`src/rtl/pwm_multi_channel_if.sv`:
```
// pwm_multi_channel_if
//   Configuration and output bundle for the multi-channel PWM generator.
//   master : register/switch side. It drives the configuration and observes the outputs.
//   slave  : PWM core. It consumes the configuration and drives Y/PeriodStart.
//   Signals:
//     Enable       run (1) / hold counter with outputs inactive (0)
//     Load         strobe that captures Period/Mode/Duty into the shadow registers
//     Period       period setting P
//     Mode         0 = edge-aligned, 1 = centre-aligned
//     Duty         packed per-channel duties; channel i is Duty[i*WIDTH +: WIDTH]
//     Polarity     per-channel output inversion, applied live
//     Y            registered PWM outputs
//     PeriodStart  one-cycle pulse, aligned with the first output cycle of a period
interface pwm_multi_channel_if #(
  parameter int WIDTH    = 8,
  parameter int CHANNELS = 4
);
  logic                      Enable;
  logic                      Load;
  logic [WIDTH-1:0]          Period;
  logic                      Mode;
  logic [CHANNELS*WIDTH-1:0] Duty;
  logic [CHANNELS-1:0]       Polarity;
  logic [CHANNELS-1:0]       Y;
  logic                      PeriodStart;

  modport master (
    output Enable, Load, Period, Mode, Duty, Polarity,
    input  Y, PeriodStart
  );

  modport slave (
    input  Enable, Load, Period, Mode, Duty, Polarity,
    output Y, PeriodStart
  );
endinterface

```
`src/rtl/pwm_multi_channel.sv`:
```
// pwm_multi_channel
//   Multi-channel PWM generator. A single shared period counter drives CHANNELS
//   compare lanes. Period, mode and duties are double-buffered, so a new setting
//   only becomes active at a period boundary. Polarity is applied live.
//   Ports:
//     Clock   system clock. All logic runs on the posedge.
//     Resetn  synchronous, active-low reset.
//     bus     pwm_multi_channel_if.slave (config in, Y/PeriodStart out)

// pwm_lane: one channel. It holds the pending and active duty registers and the
// registered compare output.
module pwm_lane #(
  parameter int WIDTH = 8
) (
  input  logic             Clock,
  input  logic             Resetn,
  input  logic             enable,
  input  logic             pend_wr,        // Load strobe: capture duty_in as pending
  input  logic             act_from_in,    // duty_in goes straight to active
  input  logic             act_from_pend,  // promote pending to active
  input  logic [WIDTH-1:0] duty_in,
  input  logic [WIDTH-1:0] cnt,
  input  logic             polarity,
  output logic             y
);
  logic [WIDTH-1:0] pend_duty;
  logic [WIDTH-1:0] act_duty;

  always_ff @(posedge Clock) begin
    if (!Resetn) begin
      pend_duty <= '0;
      act_duty  <= '0;
      y         <= 1'b0;
    end else begin
      if (pend_wr) pend_duty <= duty_in;
      if (act_from_in)        act_duty <= duty_in;
      else if (act_from_pend) act_duty <= pend_duty;
      // The compare uses the active duty of the current cycle. The active duty only
      // changes on the same edge that restarts cnt, so a period never sees a mix.
      y <= enable ? ((cnt < act_duty) ^ polarity) : polarity;
    end
  end
endmodule

module pwm_multi_channel #(
  parameter int WIDTH    = 8,
  parameter int CHANNELS = 4
) (
  input  logic                Clock,
  input  logic                Resetn,
  pwm_multi_channel_if.slave  bus
);
  typedef enum logic {DIR_UP = 1'b0, DIR_DOWN = 1'b1} dir_t;

  localparam logic [WIDTH-1:0] ONE = WIDTH'(1);

  logic [WIDTH-1:0] cnt, cnt_nxt;
  dir_t             dir, dir_nxt;
  logic [WIDTH-1:0] act_p, pend_p;
  logic             act_mode, pend_mode;
  logic             pend_flag;
  logic             first_q;       // current cycle is the first cycle of a period
  logic             boundary;      // current cycle is the last cycle of a period
  logic             act_from_in, act_from_pend;

  logic [CHANNELS-1:0][WIDTH-1:0] duty_in;
  assign duty_in = bus.Duty;

  // Boundary detect. P==0 makes every cycle a boundary. In centre mode with P==1
  // the count never runs down, so the boundary falls on the peak instead.
  always_comb begin
    boundary = 1'b0;
    if (act_p == '0)        boundary = 1'b1;
    else if (!act_mode)     boundary = (cnt == act_p);
    else if (act_p == ONE)  boundary = (cnt == act_p);
    else                    boundary = (dir == DIR_DOWN) && (cnt == ONE);
  end

  // Counter/direction next state. A boundary always restarts at 0 counting up.
  // This also makes dir start clean when the mode switches.
  always_comb begin
    cnt_nxt = cnt;
    dir_nxt = dir;
    if (!bus.Enable || boundary) begin
      cnt_nxt = '0;
      dir_nxt = DIR_UP;
    end else if (!act_mode) begin
      cnt_nxt = cnt + ONE;
      dir_nxt = DIR_UP;
    end else if (dir == DIR_UP) begin
      if (cnt == act_p) begin
        cnt_nxt = cnt - ONE;
        dir_nxt = DIR_DOWN;
      end else begin
        cnt_nxt = cnt + ONE;
      end
    end else begin
      cnt_nxt = cnt - ONE;
    end
  end

  // While the counter is idle, Load writes the active set directly.
  // When running, the active set is updated only at a boundary.
  assign act_from_in   = bus.Load && (!bus.Enable || boundary);
  assign act_from_pend = bus.Enable && boundary && !bus.Load && pend_flag;

  always_ff @(posedge Clock) begin
    if (!Resetn) begin
      cnt             <= '0;
      dir             <= DIR_UP;
      act_p           <= '1;
      act_mode        <= 1'b0;
      pend_p          <= '0;
      pend_mode       <= 1'b0;
      pend_flag       <= 1'b0;
      first_q         <= 1'b1;
      bus.PeriodStart <= 1'b0;
    end else begin
      cnt <= cnt_nxt;
      dir <= dir_nxt;
      if (bus.Load) begin
        pend_p    <= bus.Period;
        pend_mode <= bus.Mode;
      end
      if (act_from_in) begin
        act_p    <= bus.Period;
        act_mode <= bus.Mode;
      end else if (act_from_pend) begin
        act_p    <= pend_p;
        act_mode <= pend_mode;
      end
      // A Load is left pending only if it arrives mid-period while running.
      if (bus.Load)           pend_flag <= bus.Enable && !boundary;
      else if (act_from_pend) pend_flag <= 1'b0;
      // The cycle after a boundary, or the first enabled cycle, starts a period.
      // PeriodStart is delayed one cycle so that it lines up with the registered Y.
      first_q         <= !bus.Enable || boundary;
      bus.PeriodStart <= bus.Enable && first_q;
    end
  end

  for (genvar i = 0; i < CHANNELS; i++) begin : g_lane
    pwm_lane #(.WIDTH(WIDTH)) u_lane (
      .Clock         (Clock),
      .Resetn        (Resetn),
      .enable        (bus.Enable),
      .pend_wr       (bus.Load),
      .act_from_in   (act_from_in),
      .act_from_pend (act_from_pend),
      .duty_in       (duty_in[i]),
      .cnt           (cnt),
      .polarity      (bus.Polarity[i]),
      .y             (bus.Y[i])
    );
  end
endmodule

```
`src/flat_wrapper.sv`:
```
// flat-port wrapper written by rule: the top's interface ports become plain ports
module pwm_multi_channel_flat 
#(
  parameter int WIDTH    = 8,
  parameter int CHANNELS = 4
)
  (Clock, Resetn, bus_Enable, bus_Load, bus_Period, bus_Mode, bus_Duty, bus_Polarity, bus_Y, bus_PeriodStart);
  pwm_multi_channel_if #(.WIDTH(WIDTH), .CHANNELS(CHANNELS)) bus_i ();
  input  logic Clock;
  input  logic Resetn;
  input wire logic [$bits(bus_i.Enable)-1:0] bus_Enable;
  input wire logic [$bits(bus_i.Load)-1:0] bus_Load;
  input wire logic [$bits(bus_i.Period)-1:0] bus_Period;
  input wire logic [$bits(bus_i.Mode)-1:0] bus_Mode;
  input wire logic [$bits(bus_i.Duty)-1:0] bus_Duty;
  input wire logic [$bits(bus_i.Polarity)-1:0] bus_Polarity;
  output wire logic [$bits(bus_i.Y)-1:0] bus_Y;
  output wire logic [$bits(bus_i.PeriodStart)-1:0] bus_PeriodStart;
  assign bus_i.Enable = bus_Enable;
  assign bus_i.Load = bus_Load;
  assign bus_i.Period = bus_Period;
  assign bus_i.Mode = bus_Mode;
  assign bus_i.Duty = bus_Duty;
  assign bus_i.Polarity = bus_Polarity;
  assign bus_Y = bus_i.Y;
  assign bus_PeriodStart = bus_i.PeriodStart;
  pwm_multi_channel #(.WIDTH(WIDTH), .CHANNELS(CHANNELS)) u_core (.Clock(Clock), .Resetn(Resetn), .bus(bus_i));
endmodule
```
`config.mk`:
```
export PLATFORM = sky130hd
export DESIGN_NAME = pwm_multi_channel_flat
export DESIGN_NICKNAME = d
export VERILOG_FILES = /design/src/rtl/pwm_multi_channel_if.sv /design/src/rtl/pwm_multi_channel.sv /design/src/flat_wrapper.sv
export SDC_FILE = /design/constraint.sdc
export NUM_CORES = 1
export LEC_CHECK = 0
export ABC_AREA = 1
export ABC_CLOCK_PERIOD_IN_PS = 1900
export CELL_PAD_IN_SITES_DETAIL_PLACEMENT = 0
export CELL_PAD_IN_SITES_GLOBAL_PLACEMENT = 1
export CORE_MARGIN = 8
export CORE_UTILIZATION = 37
export CTS_CLUSTER_SIZE = 24
export DETAILED_ROUTE_END_ITERATION = 16
export PLACE_DENSITY = 0.88
export SYNTH_ARGS = -nofsm -noshare
export SYNTH_HDL_FRONTEND = slang
export SYNTH_SLANG_ARGS = --single-unit
```
`constraint.sdc`:
```
create_clock -name Clock -period 1.9 [get_ports Clock]
set_input_delay 0.38 -clock Clock [delete_from_list [all_inputs] [get_ports Clock]]
set_output_delay 0.38 -clock Clock [all_outputs]
set_load 0.005 [all_outputs]
```
==> metrics.json, run 1 <==
{
  "status": {"value": "finished, final reports clean"},
  "worst_ep_required_time": {"value": 2.19, "unit": "ns"},
  "max_stage_delay": {"value": 0.33, "unit": "ns"},
  "place_congestion": {"value": 0.861},
  "synth.most_common_cell": {"value": "sky130_fd_sc_hd__nand2_1"},
  "synthTopCellsByCount": {"value": "sky130_fd_sc_hd__nand2_1 (261), sky130_fd_sc_hd__inv_1 (107), sky130_fd_sc_hd__dfxtp_1 (98), sky130_fd_sc_hd__a21oi_1 (89), sky130_fd_sc_hd__nor2_1 (38)"},
  "dp_worst_setup_slack": {"value": 0.0711, "unit": "ns"},
  "max_cap_violations": {"value": 0},
  "synthesis.instances": {"value": 768},
  "grt_use_met3": {"value": 3.66, "unit": "%"},
  "postSynthAreaPerCell": {"value": 6.68, "unit": "µm²"},
  "cts_setup_buffers": {"value": 0},
  "antenna_found_initial": {"value": 0},
  "dieHeight": {"value": 134, "unit": "µm"},
  "endpoint_kind": {"value": "flip-flop"},
  "achievable-frequency": {"value": 0.585, "unit": "GHz"},
  "power_density": {"value": 761, "unit": "nW/µm²"},
  "placement_rows": {"value": 43},
  "worst_path_dominant_cell_family": {"value": "simple AND/OR/NAND/NOR gates"},
  "drt_drc": {"value": 0},
  "yosys_register_bits": {"value": 98},
  "cts_num_sinks": {"value": 98},
  "hp-class": {"value": "in2reg"},
  "fillerInstances": {"value": 1444},
  "post-dp-hpwl": {"value": 8620, "unit": "µm"},
  "die_area": {"value": 17900, "unit": "µm²"},
  "final.setup_skew": {"value": 0.00728, "unit": "ns"},
  "multi_input_area": {"value": 2590, "unit": "µm²"},
  "fin_hold_ws": {"value": 0.433, "unit": "ns"},
  "vias": {"value": 4551},
  "synth_flop_cell": {"value": "sky130_fd_sc_hd__dfxtp_1"},
  "drt_first_pass_iters": {"value": 4},
  "clk_pin_slew": {"value": 0.07, "unit": "ns"},
  "asyncSetResetFlopFracSynth": {"value": 0, "unit": "%"},
  "min_period": {"value": 1.71, "unit": "ns"},
  "timing_worst_setup_path_type": {"value": "reg2reg"},
  "static-leakage-power": {"value": 3.15, "unit": "nW"},
  "postLayoutSetupSlackWorst": {"value": 0.191, "unit": "ns"},
  "synth.yosys.seq_area_share": {"value": 38.2, "unit": "%"},
  "buffer_ports.inserted": {"value": 53},
  "final_hold_viol_count": {"value": 0},
  "avgRoutedWirePerCell": {"value": 11.8, "unit": "µm"},
  "synth_area": {"value": 5130, "unit": "µm²"},
  "cts_tree": {"value": "yes"},
  "grt.busiest_layer": {"value": "met2"},
  "start_util": {"value": 37.4, "unit": "%"},
  "critical_path_buf_inv_count": {"value": 3},
  "cp_slowest_cell": {"value": "sky130_fd_sc_hd__dfxtp_1"},
  "timing.final.setup_violations": {"value": 0},
  "worst-path-max-fanout": {"value": 6},
  "wirelength": {"value": 11900, "unit": "µm"},
  "routed_via_density": {"value": 4.49},
  "die_width": {"value": 134, "unit": "µm"},
  "drt-initial-drc-count": {"value": 180},
  "final_layout_size_suffix_gt1_share": {"value": 11.6, "unit": "%"},
  "edff_count_synth": {"value": 0},
  "core_outline_area": {"value": 13700, "unit": "µm²"},
  "drv_slew": {"value": 0},
  "synthesis.yosys.warnings": {"value": 0},
  "insertion_delay": {"value": 0.35, "unit": "ns"},
  "detail-route-antenna-nets": {"value": 0},
  "register_area": {"value": 1960, "unit": "µm²"},
  "cts_max_path_buffers": {"value": 2},
  "min_period_over_period": {"value": 89.9, "unit": "%"},
  "num_cts_buffers": {"value": 9},
  "post_synth_main_area_contributors": {"value": "sky130_fd_sc_hd__dfxtp_1 (38%), sky130_fd_sc_hd__nand2_1 (19%), sky130_fd_sc_hd__a21oi_1 (8.7%)"},
  "timing.max_slew.rel_slack": {"value": 74.3, "unit": "%"},
  "yosysTopAreaCellShare": {"value": 38.2, "unit": "%"},
  "finalSetupTns": {"value": 0, "unit": "ns"},
  "synth_top_area_cell": {"value": "sky130_fd_sc_hd__dfxtp_1"},
  "grt_max_degree": {"value": 40},
  "antenna_fix_cells": {"value": 0},
  "grt_use_met2": {"value": 23.1, "unit": "%"},
  "timing.critical_path.mode_cell": {"value": "sky130_fd_sc_hd__nor2_1"},
  "root_buffer": {"value": "sky130_fd_sc_hd__clkbuf_16"},
  "num-nets-final": {"value": 909},
  "synth.net_count": {"value": 848},
  "synth.lib_cells_used.distinct": {"value": 25},
  "use_met1": {"value": 17.0, "unit": "%"},
  "path_cells": {"value": "inv_1 -> ha_1 -> nand3_1 -> nor2_1 -> nand2_1 -> nor2_1 -> nor2_2 -> nand3_4 -> buf_4 -> nor2_4 -> buf_4 -> nand2_1 -> nor2_1"},
  "wire_length_of_the_first_global_routing_pass": {"value": 20300, "unit": "µm"},
  "vias_in_the_first_global_route": {"value": 4341},
  "layout_overhead_on_the_synthesized_area": {"value": 24.1, "unit": "%"},
  "grt_overflow": {"value": 0},
  "cts_repair_resize_count": {"value": 0},
  "worstPathArrival": {"value": 2.00, "unit": "ns"},
  "cts_htree_levels": {"value": 3},
  "crit_path_start_kind": {"value": "flip-flop"},
  "power.ir.vdd_worst": {"value": 379, "unit": "µV"},
  "tightest_slew": {"value": 0.385, "unit": "ns"},
  "track_usage": {"value": 14.0, "unit": "%"},
  "setup_repair_after_global_routing_missed_its_margin": {"value": "no"},
  "cts_hold_buf": {"value": 0},
  "ioPinCount": {"value": 54}
}
-- sequential cells by signal, summed over array words and instances (netlist names) --
register,flops
u_core.g_lane.u_lane.pend_duty,32
u_core.bus.PeriodStart,1
u_core.act_p,8
u_core.pend_p,8
u_core.cnt,8
u_core.g_lane.u_lane.y,4
u_core.g_lane.u_lane.act_duty,32
u_core.pend_mode,1
u_core.first_q,1
u_core.dir,1
u_core.act_mode,1
u_core.pend_flag,1
-- cell usage in the layout, fill, tap and decap left out, drive strengths merged, types with 27 or more instances in the layout --
cell type,synthesis,layout
or2,28,28
clkdlybuf4s50,0,52
a21oi,90,90
nor2,41,41
nand2,263,263
nand3,27,27
inv,112,112
ha,31,31
dfxtp,98,98
buf,19,35
-- path summary, 6_finish.rpt --
| check | depth (start not counted) | start | to | slack, ns |
|---|---|---|---|---|
| setup / recovery | 13 | u_core.cnt[1] | u_core.cnt[2] | 0.19 |
| hold / removal | 5 | Resetn | u_core.cnt[7] | 0.43 |
| setup reg to reg | 13 | u_core.cnt[1] | u_core.cnt[2] | 0.19 |
| hold reg to reg | 2 | u_core.first_q | u_core.bus.PeriodStart | 0.45 |
-- routing by layer --
layer / part of all wire, % / vias to the layer above
li1: - / 2486
met1: 47 / 1983
met2: 47 / 70
met3: 4.7 / 12
met4: 1.7 / 0
met5: 0 / -
-- cells by family (layout without fill, tap and decap cells) --
| family | Yosys count | count (layout) | synth area share, % |
|---|---|---|---|
| simple gates | 363 | 363 | 29.3 |
| buf+inv | 150 | 216 | 11.8 |
| flops | 98 | 98 | 38.2 |
| fa+ha+maj | 31 | 31 | 7.56 |
| compound gates | 119 | 119 | 12.0 |
| xor+xnor | 7 | 7 | 1.19 |
-- worst register-to-register path, delay by kind of cell, from the launching register on --
| family | cells | cell delay (ns) |
|---|---|---|
| and+or+nand+nor | 9 | 0.74 |
| buffers and inverters | 3 | 0.40 |
| adders and majority gates | 1 | 0.18 |
| DFF | 1 | 0.33 |
-- metrics by stage --
step           instance area, µm²  power (mW)  util, %  std cells
3_5_place_dp                 6060        3.09     44.2        998
6_report                     6370        4.85     46.4       1014
2_1_floorplan                5130        2.80        -        768
3_3_place_gp                 6060        3.08     44.2        998
4_1_cts                      6340        4.93     46.2       1014
5_1_grt                      6370        5.16     46.4       1014
-- power breakdown --
part	switching, mW	internal (mW)	total [mW]
Clock	0.794	1.01	1.81
Combinational	0.428	0.370	0.798
Sequential	0.0515	2.19	2.25
-- cell type report --
class,count,area share [%]
Clock buffer,10,3.59
Clock inverter,6,0.903
Inverter,113,6.66
Multi-Input combinational cell,520,40.7
Sequential cell,98,30.8
Tap cell,180,3.53
Timing Repair Buffer,87,13.8
Note: power is estimated with default switching activity, not from simulation.
==> run 2, diff against run 1 <==
--- a/config.mk
+++ b/config.mk
@@ -14,6 +14,7 @@
 export CTS_CLUSTER_SIZE = 24
 export DETAILED_ROUTE_END_ITERATION = 16
 export PLACE_DENSITY = 0.88
+export REMOVE_ABC_BUFFERS = 1
 export SYNTH_ARGS = -nofsm -noshare
 export SYNTH_HDL_FRONTEND = slang
 export SYNTH_SLANG_ARGS = --single-unit
==> run 2 against run 1 <==
  * Critical path depth is 1 lower
  * Wire length is 4.0% higher
  * Fmax is 4.6% lower
  * Non-clock buffer count is 3 higher
  * Sequential power hardly changed
  * Worst hold slack better by 0.017 ns
  * Via count is 0.68% lower
  * Cell area is 4.2% higher
  * Global-route usage is 0.70 points lower
  * Clock skew hardly changed
  * Flip-flop and latch count stayed put
  * Critical path type unchanged
  * Largest cell class unchanged
  * Highest routed layer unchanged
==> metrics.json, run 2 (synthesis gave the netlist of run 1 again) <==
{
  "status": {"value": "finished, final reports clean"},
  "routed.top_layer": {"value": "met4"},
  "place_congestion": {"value": 0.836, "change": "-2.9%"},
  "worst_ep_required_time": {"value": 2.13, "unit": "ns", "change": "-0.06 ns"},
  "wire_length_of_the_first_global_routing_pass": {"value": 19800, "unit": "µm", "change": "-2.6%"},
  "buffer_ports.inserted": {"value": 53, "change": "unchanged"},
  "insertion_delay": {"value": 0.34, "unit": "ns", "change": "about the same"},
  "num_cts_buffers": {"value": 9, "change": "unchanged"},
  "hp-class": {"value": "reg2reg"},
  "drt_first_pass_iters": {"value": 5, "change": "+1"},
  "met1Wirelength": {"value": 6170, "unit": "µm", "change": "+10%"},
  "numPlacedInstances": {"value": 992, "change": "-0.60%"},
  "endpoint_kind": {"value": "flip-flop"},
  "static-leakage-power": {"value": 3.23, "unit": "nW", "change": "+2.7%"},
  "layout_overhead_on_the_synthesized_area": {"value": 29.3, "unit": "%"},
  "timing.final.setup_violations": {"value": 0, "change": "unchanged"},
  "power_density": {"value": 774, "unit": "nW/µm²", "change": "+1.7%"},
  "cts_htree_levels": {"value": 3, "change": "unchanged"},
  "start_util": {"value": 37.4, "unit": "%", "change": "unchanged"},
  "power.ir.vdd_worst": {"value": 434, "unit": "µV", "change": "+15%"},
  "met2_length": {"value": 5670, "unit": "µm", "change": "+1.9%"},
  "drt_drc": {"value": 0, "change": "unchanged"},
  "timing_worst_setup_path_type": {"value": "reg2reg"},
  "tightest_slew": {"value": 0.320, "unit": "ns", "change": "-0.0656 ns"},
  "vias_in_the_first_global_route": {"value": 4157, "change": "-4.2%"},
  "layout.cells.most_common_list": {"value": "sky130_fd_sc_hd__nand2_1 (256), sky130_fd_sc_hd__inv_1 (102), sky130_fd_sc_hd__a21oi_1 (87), sky130_fd_sc_hd__dfxtp_1 (87), sky130_fd_sc_hd__clkdlybuf4s50_1 (52)"},
  "core_outline_area": {"value": 13700, "unit": "µm²", "change": "unchanged"},
  "clk_pin_slew": {"value": 0.07, "unit": "ns", "change": "about the same"},
  "avgRoutedWirePerCell": {"value": 12.2, "unit": "µm", "change": "+3.7%"},
  "drv_slew": {"value": 0, "change": "unchanged"},
  "dp_worst_setup_slack": {"value": 0.0446, "unit": "ns", "change": "-0.0265 ns"},
  "cts_max_path_buffers": {"value": 2, "change": "unchanged"},
  "antenna_fix_cells": {"value": 0, "change": "unchanged"},
  "final_layout_size_suffix_gt1_share": {"value": 15.1, "unit": "%", "change": "+3.4 points"},
  "finalNonFillerCells": {"value": 1017, "change": "+0.30%"},
  "timing.reg2reg.setup_slack": {"value": 0.11, "unit": "ns", "change": "-0.08 ns"},
  "post-dp-hpwl": {"value": 8380, "unit": "µm", "change": "-2.8%"},
  "crit_path_start_kind": {"value": "flip-flop"},
  "timing.max_slew.rel_slack": {"value": 78.7, "unit": "%", "change": "+4.4 points"},
  "dieHeight": {"value": 134, "unit": "µm", "change": "unchanged"},
  "routed_via_density": {"value": 4.44, "change": "-0.97%"},
  "grt_max_degree": {"value": 73, "change": "+83%"},
  "achievable-frequency": {"value": 0.558, "unit": "GHz", "change": "-4.6%"},
  "die_width": {"value": 134, "unit": "µm", "change": "unchanged"},
  "vias": {"value": 4520, "change": "-0.68%"},
  "final_common_cell": {"value": "sky130_fd_sc_hd__nand2_1"},
  "power": {"value": 5.14, "unit": "mW", "change": "+5.9%"},
  "detail-route-antenna-nets": {"value": 0, "change": "unchanged"},
  "final_hold_viol_count": {"value": 0, "change": "unchanged"},
  "worstPathArrival": {"value": 2.03, "unit": "ns", "change": "+0.03 ns"},
  "fin_hold_ws": {"value": 0.450, "unit": "ns", "change": "+0.0171 ns"},
  "placement_rows": {"value": 43, "change": "unchanged"},
  "min_period_over_period": {"value": 94.3, "unit": "%", "change": "+4.3 points"},
  "biggestRegsByFlops": {"value": "u_core.g_lane.u_lane.act_duty: 32 flops, u_core.g_lane.u_lane.pend_duty: 32 flops"},
  "min_period": {"value": 1.79, "unit": "ns", "change": "+0.0824 ns"},
  "grt_overflow": {"value": 0, "change": "unchanged"},
  "ioPinCount": {"value": 54, "change": "unchanged"},
  "worst-path-max-fanout": {"value": 8, "change": "+2"},
  "cts_hold_buf": {"value": 0, "change": "unchanged"},
  "wirelength": {"value": 12400, "unit": "µm", "change": "+4.0%"},
  "cts_num_sinks": {"value": 98, "change": "unchanged"},
  "die_area": {"value": 17900, "unit": "µm²", "change": "unchanged"},
  "root_buffer": {"value": "sky130_fd_sc_hd__clkbuf_16"},
  "postLayoutSetupSlackWorst": {"value": 0.109, "unit": "ns", "change": "-0.0824 ns"},
  "antenna_found_initial": {"value": 0, "change": "unchanged"},
  "routed-wl-met3": {"value": 373, "unit": "µm", "change": "-34%"},
  "final.setup_skew": {"value": 0.00762, "unit": "ns", "change": "+0.000341 ns"},
  "num-nets-final": {"value": 912, "change": "+0.33%"},
  "drt-initial-drc-count": {"value": 246, "change": "+37%"},
  "max_cap_violations": {"value": 0, "change": "unchanged"},
  "track_usage": {"value": 13.3, "unit": "%", "change": "-0.70 points"},
  "cts_tree": {"value": "yes"}
}
## run 2: changes by cell type in the layout (fill, tap and decap cells not counted), moves of 3 or more
| cell | before | now |
|---|---|---|
| sky130_fd_sc_hd__buf_4 | 26 | 20 |
| sky130_fd_sc_hd__buf_6 | 0 | 4 |
| sky130_fd_sc_hd__clkbuf_16 | 9 | 14 |
| sky130_fd_sc_hd__clkbuf_8 | 0 | 3 |
| sky130_fd_sc_hd__clkinv_2 | 4 | 1 |
| sky130_fd_sc_hd__dfxtp_1 | 97 | 87 |
| sky130_fd_sc_hd__dfxtp_2 | 1 | 9 |
| sky130_fd_sc_hd__inv_1 | 106 | 102 |
| sky130_fd_sc_hd__inv_2 | 6 | 10 |
| sky130_fd_sc_hd__nand2_1 | 260 | 256 |
| sky130_fd_sc_hd__nand2_2 | 2 | 5 |
| sky130_fd_sc_hd__nor2_1 | 36 | 32 |
## run 2: worst paths after layout
| path | start | endpoint | depth (start not counted) |
|---|---|---|---|
| max | u_core.cnt[1] | u_core.act_p[6] | 12 |
| min | u_core.pend_p[0] | u_core.pend_p[0] | 2 |
| max reg2reg | u_core.cnt[1] | u_core.act_p[6] | 12 |
| min reg2reg | u_core.pend_p[0] | u_core.pend_p[0] | 2 |
## run 2: per-stage QoR
step	TNS (ns)	utilization (%)	area, µm²
2_1_floorplan	-16.15	-	4950
3_3_place_gp	0	43.8	6010
3_5_place_dp	0	43.8	6010
4_1_cts	0	46.3	6350
5_1_grt	-0.0344	48.4	6640
6_report	0	48.4	6640
## run 2: repair_timing
item / in CTS / in global routing
pin swaps: 0 / 10
buffers inserted: 0 / 2
gates resized for setup: 1 / 41
gates cloned: 0 / 7
endpoints found under the setup margin: 1 / 42
## run 2: report_power, final
group | switching (mW) | leakage [nW] | total [mW] | internal [mW]
logic | 0.459 | 2.26 | 0.859 | 0.399
clock network | 0.767 | 0.165 | 2.03 | 1.26
registers | 0.0554 | 0.813 | 2.25 | 2.19
total | 1.28 | 3.23 | 5.14 | 3.85
## run 2: cell type report
class                           instances  area, µm²
Clock buffer                           12        267
Clock inverter                          4       72.6
Fill cell                            1374       7080
Inverter                              113        424
Multi-Input combinational cell        520       2660
Sequential cell                        98       1980
Tap cell                              180        225
Timing Repair Buffer                   90       1010
## run 2: per-layer routing
layer / global-route usage, % / vias up
met5: 0 / -
met4: 4.55 / 0
met3: 2.62 / 11
met2: 21.0 / 56
met1: 17.8 / 1961
li1: - / 2492
## run 2: critical path: stages, from the launching register on
cell and delay, ns:
sky130_fd_sc_hd__dfxtp_2 0.34, sky130_fd_sc_hd__buf_4 0.14, sky130_fd_sc_hd__xnor2_1 0.13, sky130_fd_sc_hd__nand2_1 0.10, sky130_fd_sc_hd__nor2_2 0.12, sky130_fd_sc_hd__nand3_2 0.13, sky130_fd_sc_hd__nand3_4 0.19, sky130_fd_sc_hd__nand2_8 0.15
sky130_fd_sc_hd__clkbuf_16 0.20, sky130_fd_sc_hd__nand2_1 0.05, sky130_fd_sc_hd__nand2_1 0.04, sky130_fd_sc_hd__nand2_1 0.06, sky130_fd_sc_hd__nand2_1 0.04
